--- config.mk ---
export PLATFORM = sky130hd
export DESIGN_NAME = reg_dump_unit
export DESIGN_NICKNAME = d
export VERILOG_FILES = /design/src/rtl/reg_dump_unit.sv
export SDC_FILE = /design/constraint.sdc
export NUM_CORES = 1
export LEC_CHECK = 0
export ABC_AREA = 1
export CAP_MARGIN = 10
export CORE_MARGIN = 5
export CORE_UTILIZATION = 40
export CTS_CLUSTER_DIAMETER = 100
export CTS_CLUSTER_SIZE = 28
export DETAILED_ROUTE_END_ITERATION = 6
export GPL_TIMING_DRIVEN = 0
export PLACE_DENSITY_LB_ADDON = 0.05
export SKIP_LAST_GASP = 1
export SLEW_MARGIN = 25
export SYNTH_ARGS = -nofsm -noshare
export SYNTH_HDL_FRONTEND = slang
export SYNTH_SLANG_ARGS = --single-unit
export TNS_END_PERCENT = 20
--- constraint.sdc ---
create_clock -name i_clock -period 1.54 [get_ports i_clock]
set_input_delay 0.308 -clock i_clock [delete_from_list [all_inputs] [get_ports i_clock]]
set_output_delay 0.308 -clock i_clock [all_outputs]
set_load 0.1 [all_outputs]
--- src/rtl/reg_dump_unit.sv ---
// reg_dump_unit
// Debug read-out engine for the register file of the pipelined MIPS core.
// A start pulse makes it step the register-file read port over registers
// FIRST_REG..NUM_REGS-1. Each word goes out on a valid/ready stream, and the
// pipeline is held so that the snapshot stays coherent.
//
// Ports
//   i_clock          single clock, all state changes on posedge
//   i_reset          synchronous, active-high reset
//   i_start          one-cycle dump request (acted on only in IDLE)
//   i_abort          cancel an active dump (ignored in IDLE; start wins there)
//   o_rd_addr        register-file read address (registered, 0 when idle)
//   i_rd_data        combinational register-file read data for o_rd_addr
//   o_hold_pipeline  registered stall request to the pipeline
//   o_out_valid      o_out_data / o_out_index / o_out_last are valid
//   i_out_ready      consumer accepts the beat when valid && ready
//   o_out_data       captured register value
//   o_out_index      register index of o_out_data
//   o_out_last       beat carries index NUM_REGS-1
//   o_busy           high in any state other than IDLE
//   o_done           one-cycle pulse on normal completion
module reg_dump_unit #(
  parameter int NUM_REGS  = 32,
  parameter int ADDR_W    = 5,
  parameter int DATA_W    = 32,
  parameter int FIRST_REG = 0
) (
  input  logic              i_clock,
  input  logic              i_reset,
  input  logic              i_start,
  input  logic              i_abort,
  output logic [ADDR_W-1:0] o_rd_addr,
  input  logic [DATA_W-1:0] i_rd_data,
  output logic              o_hold_pipeline,
  output logic              o_out_valid,
  input  logic              i_out_ready,
  output logic [DATA_W-1:0] o_out_data,
  output logic [ADDR_W-1:0] o_out_index,
  output logic              o_out_last,
  output logic              o_busy,
  output logic              o_done
);

  typedef enum logic [1:0] {
    S_IDLE,
    S_READ,
    S_SEND,
    S_DONE
  } state_t;

  localparam logic [ADDR_W-1:0] LP_FIRST = ADDR_W'(FIRST_REG);
  localparam logic [ADDR_W-1:0] LP_LAST  = ADDR_W'(NUM_REGS - 1);

  state_t            r_state;
  state_t            w_state_next;
  logic [ADDR_W-1:0] r_rd_addr;
  logic [ADDR_W-1:0] w_rd_addr_next;
  logic              r_hold;
  logic              w_hold_next;
  logic              r_out_valid;
  logic              w_out_valid_next;
  logic [DATA_W-1:0] r_out_data;
  logic [DATA_W-1:0] w_out_data_next;
  logic [ADDR_W-1:0] r_out_index;
  logic [ADDR_W-1:0] w_out_index_next;
  logic              r_out_last;
  logic              w_out_last_next;
  logic              w_handshake;

  assign w_handshake = r_out_valid & i_out_ready;

  always_ff @(posedge i_clock) begin
    if (i_reset) begin
      r_state     <= S_IDLE;
      r_rd_addr   <= '0;
      r_hold      <= 1'b0;
      r_out_valid <= 1'b0;
      r_out_data  <= '0;
      r_out_index <= '0;
      r_out_last  <= 1'b0;
    end else begin
      r_state     <= w_state_next;
      r_rd_addr   <= w_rd_addr_next;
      r_hold      <= w_hold_next;
      r_out_valid <= w_out_valid_next;
      r_out_data  <= w_out_data_next;
      r_out_index <= w_out_index_next;
      r_out_last  <= w_out_last_next;
    end
  end

  always_comb begin
    w_state_next     = r_state;
    w_rd_addr_next   = r_rd_addr;
    w_hold_next      = r_hold;
    w_out_valid_next = r_out_valid;
    w_out_data_next  = r_out_data;
    w_out_index_next = r_out_index;
    w_out_last_next  = r_out_last;

    case (r_state)
      S_IDLE: begin
        if (i_start) begin
          w_state_next   = S_READ;
          w_rd_addr_next = LP_FIRST;
          w_hold_next    = 1'b1;
        end
      end
      S_READ: begin
        w_out_data_next  = i_rd_data;
        w_out_index_next = r_rd_addr;
        w_out_last_next  = (r_rd_addr == LP_LAST);
        w_out_valid_next = 1'b1;
        w_state_next     = S_SEND;
      end
      S_SEND: begin
        if (w_handshake) begin
          w_out_valid_next = 1'b0;
          // The last beat moves on to DONE and leaves the address alone,
          // so rd_addr never goes past NUM_REGS-1.
          if (r_out_last) begin
            w_state_next = S_DONE;
          end else begin
            w_rd_addr_next = r_rd_addr + ADDR_W'(1);
            w_state_next   = S_READ;
          end
        end
      end
      S_DONE: begin
        w_hold_next    = 1'b0;
        w_rd_addr_next = '0;
        w_state_next   = S_IDLE;
      end
      default: begin
        w_state_next = S_IDLE;
      end
    endcase

    // Abort overrides every active state. A beat that handshakes in the
    // same cycle has already reached the consumer, so only valid is dropped.
    if (i_abort && (r_state != S_IDLE)) begin
      w_state_next     = S_IDLE;
      w_out_valid_next = 1'b0;
      w_hold_next      = 1'b0;
      w_rd_addr_next   = '0;
    end
  end

  assign o_rd_addr       = r_rd_addr;
  assign o_hold_pipeline = r_hold;
  assign o_out_valid     = r_out_valid;
  assign o_out_data      = r_out_data;
  assign o_out_index     = r_out_index;
  assign o_out_last      = r_out_last;
  assign o_busy          = (r_state != S_IDLE);
  // An abort in the DONE cycle cancels completion, so done is masked there.
  assign o_done          = (r_state == S_DONE) && !i_abort;

endmodule

==> metrics <==
max incr delay on CP approximately 0.86 ns; fin. max-slew vios 0; logic gate share of total power ~58%; FFs w/ async S/R, synth 0%; maximum VDD drop 0.00101 V; status finished, violations left; Reg power frac between 20 and 30%; slew margin rel. 35.4%; largest net degree at the start of global routing 14; failing checks negative setup slack; clk root buf clkbuf_8; Avg Cell Area, Syn 7.64 um^2; Starting Density 41.2%; Global Route Usage Sum 15.2%; Post-CTS Repair Setup Buffers 0; CP startpoint kind flop; total overflow reported by the global router 0; ant diodes 0; Placed Area ~0.0027 mm^2; Site Rows 24; Synth cell types 21; Final Skew 0.00673 ns; wire length per cell around 12 um; Top Family by Delay on Critical Path buffers and inverters; PD cells 2150 mW/mm^2; hpwl dp 3370 um; Vias per Instance 4.57; crit path DAT 1.48 ns; Worst Path Max Fanout 2; Longest Clk Path Bufs 2; slowest CP cell dlygate4sd2_1; utilization after layout 63.3%; Yosys reg bits 47; clock network power share between 10% and 20%; H-tree depth 2; Synth warnings 0; maximum clock frequency 0.558 GHz; Tightest Pin Transition 0.972 ns; Yosys top cell area share a little over half; area grow syn2layout 53.8%; vias in the first global route 1497; Syn Inst Count 233; cell area after synthesis 0.00178 mm^2; Seq/Total Area, Yosys 52.8%; Net Sw Power 3300 uW; Synth top cells by count nor2_1 (82), dfxtp_1 (47), o21ai_0 (41); Leak ~0.0012 uW; Worst-Skew Late Latency 0.30 ns; initial antenna violation count 0; post-synth top area cell dfxtp_1; Max-cap violations 0; Final WS setup -0.253 ns; post-CTS resize count 90; DP Cell Count 368; Die Ht around 77 um; first-pass GRT wire length between 7000 and 8000 um; Hold Buf Count CTS 0; GPL Wtd Cong 0.766; Synth area leaders dfxtp_1 (53%), nor2_1 (17%), o21ai_0 (12%), inv_1 (2.7%), nand2_1 (2.7%); Finished Cell Area between 0.002 and 0.003 mm^2; Setup Crit Path Kind flop to primary output; CTS tree built; area of the core around 0.0043 mm^2; Post-synth EDFFs 0; Final min period 1.79 ns; fin crit share 116%; CTS Sinks 47; PortBufs 83; share of cells above drive strength 1 15.7%; number of nets in the layout 362; Overall Power just under 6000 uW; Switching Fraction between 50% and 60%; HP Class flop to flop; die area 0.00589 mm^2; fin cells between 300 and 400; Clk pin slew, worst setup/hold paths 0.08 ns; antenna-violating nets left 0; IO Pins 84; Detailed Route Iter0 Violations between 90 and 100; Pre-Repair DR Iteration Count 4; WL final 4530 um; worst path buffer plus inverter count 1; setup violators final 30; DR DRC count 0; Crit. End Element primary output; Syn Nets 272; RSZ-0062 raised after global routing true; CTS Buf Count 5; Die X roughly 77 um; Main synth FF type dfxtp_1; Pint 2590 uW; crit-path cells dlygate4sd2_1; DR vias approximately 1.7k; fillers roughly 420; most common cell in the synthesized netlist nor2_1; Final Hold Viols 0; Req. time, crit path 1.23 ns
-- worst paths after layout --
| check | from | end | slack, ns | cells after the start |
|---|---|---|---|---|
| max | o_out_data[28]$_SDFFE_PP0P_ | o_out_data[28] | -0.25 | 1 |
| max reg2reg | r_state[1]$_SDFFE_PP0P_ | o_out_data[27]$_SDFFE_PP0P_ | 0.13 | 5 |
| min | o_hold_pipeline$_SDFFE_PP0P_ | o_hold_pipeline$_SDFFE_PP0P_ | 0.47 | 2 |
| min reg2reg | o_hold_pipeline$_SDFFE_PP0P_ | o_hold_pipeline$_SDFFE_PP0P_ | 0.47 | 2 |
-- cells by family (layout without fill, tap and decap cells) --
kind of cell / after synthesis / in the layout / synth area share (%)
AND/OR/NAND/NOR: 106 / 106 / 25.0
AO/OA/AOI/OAI: 51 / 51 / 14.5
flip-flops: 47 / 47 / 52.8
buffers and inverters: 27 / 118 / 6.18
adder cells (fa/ha/maj): 2 / 2 / 1.41
-- through the flow --
stage	hold WS, ns	setup TNS, ns	setup WS (ns)
floorplan	0.396	0	0.00916
global placement	0.462	-13.80	-0.784
detailed placement	0.462	-13.94	-0.786
CTS	0.477	-9.94	-0.268
global route	0.502	-8.62	-0.290
finish	0.473	-7.03	-0.253
-- area by class of cell --
class,instances,area [um^2],area share [%]
Clock buffer,8,100,3.65
Tap cell,52,65.1,2.38
Buffer,11,50.0,1.83
Multi-Input combinational cell,159,744,27.2
Timing Repair Buffer,83,759,27.7
Inverter,16,63.8,2.33
Sequential cell,47,956,34.9
-- cells in the final DEF, fill, tap and decap left out, drive strengths merged, types with 2 or more instances in the layout --
cell           instances
nand2                 18
a21oi                  7
dlygate4sd2           16
o21ai                 42
buf                    6
clkdlybuf4s15         16
clkdlybuf4s50         36
ha                     2
nor2                  83
inv                   15
clkdlybuf4s18          3
dfxtp                 47
clkbuf                25
nand3                  3
-- flip-flops by register name (all words and copies together), names as in the netlist --
| name | cells |
|---|---|
| o_out_valid | 1 |
| o_out_data | 32 |
| o_out_index | 5 |
| o_out_last | 1 |
| o_hold_pipeline | 1 |
| r_state | 2 |
| o_rd_addr | 5 |
-- routing by layer --
layer	global-route usage [%]	share of wire, %	vias up	wire [um]
met2	23.3	44	53	2010
met4	6.29	1.7	0	75
met5	0	0	-	0
li1	-	-	918	-
met1	20.1	47	738	2140
met3	3.98	6.7	8	303
-- power by group through the flow --
stage	clock network (uW)	logic (uW)	registers, uW
CTS	832	3430	1690
floorplan	0	805	3680
global placement	0	3560	1720
global route	893	3560	1730
finish	806	3390	1690
detailed placement	0	3580	1730
Power figures use the tool's default switching activity.
